`src/rtl/bp_pkg.sv`:
```
// Shared definitions for the branch predictor: counter encodings and defaults.
package bp_pkg;

    typedef enum logic [1:0] {
        CtrStrongNt = 2'b00,
        CtrWeakNt   = 2'b01,
        CtrWeakT    = 2'b10,
        CtrStrongT  = 2'b11
    } ctr_e;

    localparam logic [1:0]  CtrReset      = CtrWeakNt;
    localparam logic [1:0]  CtrAlloc      = CtrWeakT;
    localparam logic [15:0] CntMaxDefault = 16'hFFFF;

endpackage

```
`src/rtl/bp_sat_ctr.sv`:
```
// Two-bit saturating direction counter with a load path for entry allocation.
module bp_sat_ctr
    import bp_pkg::*;
(
    input  logic       clk,
    input  logic       rst,
    input  logic       en_i,
    input  logic       inc_i,
    input  logic       dec_i,
    input  logic       load_i,
    input  logic [1:0] load_val_i,
    output logic [1:0] state_o
);

    logic [1:0] state_q, state_d;

    always_comb begin
        state_d = state_q;
        if (load_i) begin
            state_d = load_val_i;
        end else if (en_i) begin
            if (inc_i && state_q != CtrStrongT) begin
                state_d = state_q + 2'd1;
            end else if (dec_i && state_q != CtrStrongNt) begin
                state_d = state_q - 2'd1;
            end
        end
    end

    always_ff @(posedge clk or negedge rst) begin
        if (!rst) begin
            state_q <= CtrReset;
        end else begin
            state_q <= state_d;
        end
    end

    assign state_o = state_q;

endmodule

```
`src/rtl/branch_predictor.sv`:
```
// Direct-mapped BTB with 2-bit direction counters and a saturating mispredict counter.
module branch_predictor
    import bp_pkg::*;
#(
    parameter int unsigned ENTRIES = 16,
    parameter int unsigned PC_W    = 32,
    parameter logic [15:0] CNT_MAX = CntMaxDefault
) (
    input  logic            clk,
    input  logic            rst,
    input  logic [PC_W-1:0] pc_i,
    output logic            pred_taken_o,
    output logic [PC_W-1:0] pred_target_o,
    input  logic            upd_valid_i,
    input  logic [PC_W-1:0] upd_pc_i,
    input  logic            upd_taken_i,
    input  logic [PC_W-1:0] upd_target_i,
    input  logic            upd_mispred_i,
    input  logic            clr_i,
    output logic [15:0]     mispred_cnt_o
);

    localparam int unsigned IDX_W = $clog2(ENTRIES);
    localparam int unsigned TAG_W = PC_W - IDX_W - 2;

    logic [ENTRIES-1:0] valid_q, valid_d;
    logic [TAG_W-1:0]   tag_q [ENTRIES];
    logic [TAG_W-1:0]   tag_d [ENTRIES];
    logic [PC_W-1:0]    tgt_q [ENTRIES];
    logic [PC_W-1:0]    tgt_d [ENTRIES];
    logic [1:0]         ctr   [ENTRIES];
    logic [ENTRIES-1:0] ctr_en, ctr_load;
    logic [15:0]        cnt_q, cnt_d;

    logic [IDX_W-1:0] lk_idx, up_idx;
    logic [TAG_W-1:0] lk_tag, up_tag;
    logic             lk_hit, up_hit;
    logic             unused_pc_lsbs;

    assign lk_idx = pc_i[IDX_W+1:2];
    assign lk_tag = pc_i[PC_W-1:IDX_W+2];
    assign up_idx = upd_pc_i[IDX_W+1:2];
    assign up_tag = upd_pc_i[PC_W-1:IDX_W+2];
    assign unused_pc_lsbs = ^{pc_i[1:0], upd_pc_i[1:0]};

    // Lookup reads only registered state, so a same-cycle update is not visible.
    assign lk_hit        = valid_q[lk_idx] && (tag_q[lk_idx] == lk_tag);
    assign up_hit        = valid_q[up_idx] && (tag_q[up_idx] == up_tag);
    assign pred_taken_o  = lk_hit && ctr[lk_idx][1];
    assign pred_target_o = pred_taken_o ? tgt_q[lk_idx] : pc_i + PC_W'(4);

    always_comb begin
        valid_d  = valid_q;
        tag_d    = tag_q;
        tgt_d    = tgt_q;
        ctr_en   = '0;
        ctr_load = '0;
        if (clr_i) begin
            valid_d = '0;
        end else if (upd_valid_i) begin
            if (up_hit) begin
                ctr_en[up_idx] = 1'b1;
                if (upd_taken_i) begin
                    tgt_d[up_idx] = upd_target_i;
                end
            end else if (upd_taken_i) begin
                valid_d[up_idx]  = 1'b1;
                tag_d[up_idx]    = up_tag;
                tgt_d[up_idx]    = upd_target_i;
                ctr_load[up_idx] = 1'b1;
            end
        end
    end

    always_comb begin
        cnt_d = cnt_q;
        if (upd_valid_i && upd_mispred_i && (cnt_q < CNT_MAX)) begin
            cnt_d = cnt_q + 16'd1;
        end
    end

    always_ff @(posedge clk or negedge rst) begin
        if (!rst) begin
            valid_q <= '0;
            cnt_q   <= '0;
            for (int i = 0; i < ENTRIES; i++) begin
                tag_q[i] <= '0;
                tgt_q[i] <= '0;
            end
        end else begin
            valid_q <= valid_d;
            cnt_q   <= cnt_d;
            tag_q   <= tag_d;
            tgt_q   <= tgt_d;
        end
    end

    for (genvar g = 0; g < ENTRIES; g++) begin : g_ctr
        bp_sat_ctr u_ctr (
            .clk        (clk),
            .rst        (rst),
            .en_i       (ctr_en[g]),
            .inc_i      (upd_taken_i),
            .dec_i      (!upd_taken_i),
            .load_i     (ctr_load[g]),
            .load_val_i (CtrAlloc),
            .state_o    (ctr[g])
        );
    end

    assign mispred_cnt_o = cnt_q;

endmodule

```
`config.mk`:
```
export PLATFORM = sky130hd
export DESIGN_NAME = branch_predictor
export DESIGN_NICKNAME = d
export VERILOG_FILES = /design/src/rtl/bp_pkg.sv /design/src/rtl/bp_sat_ctr.sv /design/src/rtl/branch_predictor.sv
export SDC_FILE = /design/constraint.sdc
export NUM_CORES = 2
export LEC_CHECK = 0
export CAP_MARGIN = 20
export CORE_MARGIN = 10
export CORE_UTILIZATION = 56
export CTS_CLUSTER_DIAMETER = 80
export DETAILED_ROUTE_END_ITERATION = 12
export MAX_ROUTING_LAYER = met4
export PLACE_DENSITY = 0.76
export SETUP_SLACK_MARGIN = 0.05
export SYNTH_ARGS = -nofsm -noshare
export SYNTH_HDL_FRONTEND = slang
export SYNTH_SLANG_ARGS = --single-unit
```
`constraint.sdc`:
```
create_clock -name clk -period 4.7 [get_ports clk]
set_input_delay 0.94 -clock clk [delete_from_list [all_inputs] [get_ports clk]]
set_output_delay 0.94 -clock clk [all_outputs]
set_load 0.01 [all_outputs]
```
==> results_dict.tcl <==
set metrics [dict create \
    drive_gt1_frac 0.500 \
    ys_seq_elements 992 \
    layout.cells.non_filler 5013 \
    avgSynthCellArea_um2 15.0 \
    clock_tree.root_cell "clkbuf_16" \
    worstMarginPinSlew_ns 0.982 \
    die_h_um 321 \
    synthesis.area_um2 50700 \
    min_path_type "in -> async" \
    dp_slack_ns -1.45 \
    wl_um 151000 \
    drc 0 \
    fillCellCount 6036 \
    r2r_slack_ns 0.75 \
    setup_slack_ns -0.745 \
    peakVddDrop_mv 0.319 \
    synthCells 3394 \
    finalCritPeriodShare 1.16 \
    yosysTopAreaCellShare 0.481 \
    io_buffers 148 \
    insertion_delay_ns 0.71 \
    wl_per_cell_um 30.2 \
    setup_tns_ns -22.98 \
    postRouteAntennaNets 0 \
    ys_seq_area_frac 0.490 \
    start_util 0.564 \
    finClkSkew_ns 0.0549 \
    yosys_warnings 0 \
    powerDensity_nw_per_um2 387 \
    utilization 0.670 \
    critical_path.max_fanout 10 \
    hold_viol_final 0 \
    violations "setup timing" \
    synth_nets 3498 \
    viasPerCell 6.70 \
    clkSlewWorstSetupHoldPaths_ns 0.06 \
    startpoint_type "primary input" \
    arrival_ns 4.50 \
    num_vias 33600 \
    place_area_um2 56200 \
    finalSetupViolCount 33 \
    die_w_um 321 \
    cts_tree "built" \
    dp_hpwl_um 99900 \
    status "complete, but fails checks" \
    drt_iter0_markers 3545 \
    rsz0062_at_grt "yes" \
    core_um2 90000 \
    r2r-end "g_ctr[1].u_ctr.state_o[1]" \
    cts.sinks 992 \
    rows 110 \
    max_freq_ghz 0.184 \
    fin_area_um2 60300 \
    yosysTopAreaCell "dfrtp_1" \
    synth-edff-count 0 \
    gr-total-overflow 0 \
    antenna_found_initial 9 \
    place_congestion 0.970 \
    grtUsageTotal 0.303 \
    r2r.worst_path.cells 12 \
    crit_path_end_kind "output port" \
    grt_pass1_vias 35800 \
    syn2layout_area_growth_pct 18.8 \
    synth_cell_types 72 \
    ios 151 \
    grt_max_degree 110 \
    slew_headroom 0.345 \
    nets 3842 \
    max-cap-violations 0 \
    crit_required_ns 3.76 \
    numCtsBuffers 104 \
    dp.cells 4792 \
    dr.pass1.iters 6 \
    regToRegStartpoint "tag_q[118]" \
    grt_pass1_wl_um 230000 \
    die_area_um2 103000 \
    slew_viol_final 0 \
    ctsHtreeMaxLevel 3 \
    leakage_uw 0.0275 \
    synthFlopType "dfrtp_1" \
    period_needed_ns 5.44 \
    clockBufferDepth 3 \
    synth_area_leaders "dfrtp_1 48%, mux2_2 19%, mux4_2 16%" \
    crit_type "in -> out" \
    async_flop_share 1.00 \
]
[flip-flops by register name, indices dropped and copies added, names as in the netlist]
signal and count:
valid_q 16, tag_q 416, mispred_cnt_o 16, tgt_q 512, g_ctr.u_ctr.state_o 32
[layout make-up]
type | instances | area, um2 | share of cell area
Inverter | 40 | 150 | 0.00249
Clock buffer | 155 | 3070 | 0.0509
Multi-Input combinational cell | 2059 | 24300 | 0.404
Antenna cell | 10 | 25.0 | 0.000415
Timing Repair Buffer | 541 | 5740 | 0.0952
Clock inverter | 40 | 644 | 0.0107
Sequential cell | 992 | 24800 | 0.412
Tap cell | 1176 | 1470 | 0.0244
[cell usage after synthesis, drive strengths merged (4+ instances only)]
cell       n
a21oi     52
a221oi     4
a22o       5
a22oi     15
a2bb2oi   16
a31oi     17
and3      14
buf      122
clkbuf   181
dfrtp    976
dfstp     16
inv       40
mux2     970
mux2i     79
mux4     368
nand2     87
nand2b    13
nand3     35
nand4     17
nor2      69
nor2b     14
nor3      44
nor4      27
o211ai     6
o21ai     29
o22ai     31
xnor2     62
xor2      34
[stage by stage]
step	hold WS (ns)	power, uW
3_3_place_gp	0.473	14200
6_report	0.310	23300
2_1_floorplan	0.465	12900
5_1_grt	0.369	24100
3_5_place_dp	0.486	14500
4_1_cts	0.340	23400
[critical path: stages]
cell and delay [ns]:
bufbuf_16 0.26, buf_16 0.15, buf_4 0.12, mux4_2 0.50, mux4_2 0.49, xor2_1 0.16
nor4_1 0.30, nand4_1 0.27, or4_4 0.53, buf_12 0.18, buf_12 0.15, mux2_4 0.31
buf_6 0.13
[worst max-delay path by stage]
stage            start                 to  depth (start not counted)
5_1_grt        pc_i[2]   pred_target_o[4]                         13
4_1_cts        pc_i[2]  pred_target_o[27]                         12
3_3_place_gp   pc_i[2]   pred_target_o[5]                         12
3_5_place_dp   pc_i[2]   pred_target_o[7]                         12
6_report       pc_i[2]   pred_target_o[7]                         13
2_1_floorplan  pc_i[3]  pred_target_o[10]                         11
[per-layer routing]
layer	GRT usage	wire length [um]	up-vias
li1	-	-	13600
met1	0.389	59600	18000
met2	0.474	72700	1660
met3	0.0635	13100	380
met4	0.117	5950	0
met5	-	0	-
[kinds of logic after synthesis]
kind of cell | Yosys count | synth area share
xor gates and xnor gates | 96 | 0.0166
adders and majority gates | 2 | 0.000493
AOI/OAI and AO/OA | 200 | 0.0257
and+or+nand+nor | 344 | 0.0376
DFF | 992 | 0.490
muxes | 1417 | 0.396
buffers and inverters | 343 | 0.0339
[timing repair]
item	in CTS	in global routing
buffers inserted	4	12
hold buffers	0	0
pin swaps	4	5
cloned	2	0
resized for setup	157	32
setup endpoints to repair	33	33
[cell usage in the layout (no fill, tap or decap), drive strengths merged, types with 29 or more instances in the layout]
master / count
inv: 41
nand3: 35
o22ai: 31
mux2i: 79
mux4: 368
dfrtp: 976
nor2: 69
clkbuf: 156
mux2: 970
xnor2: 62
o21ai: 29
nand2: 87
xor2: 34
clkdlybuf4s50: 107
a21oi: 52
nor3: 44
buf: 432
[report_power, final]
part           switching [uW]  total [uW]  internal [uW]
registers                 826       10500           9700
clock network            3590        8840           5250
logic                    1680        3970           2290
Power figures use the tool's default switching activity.
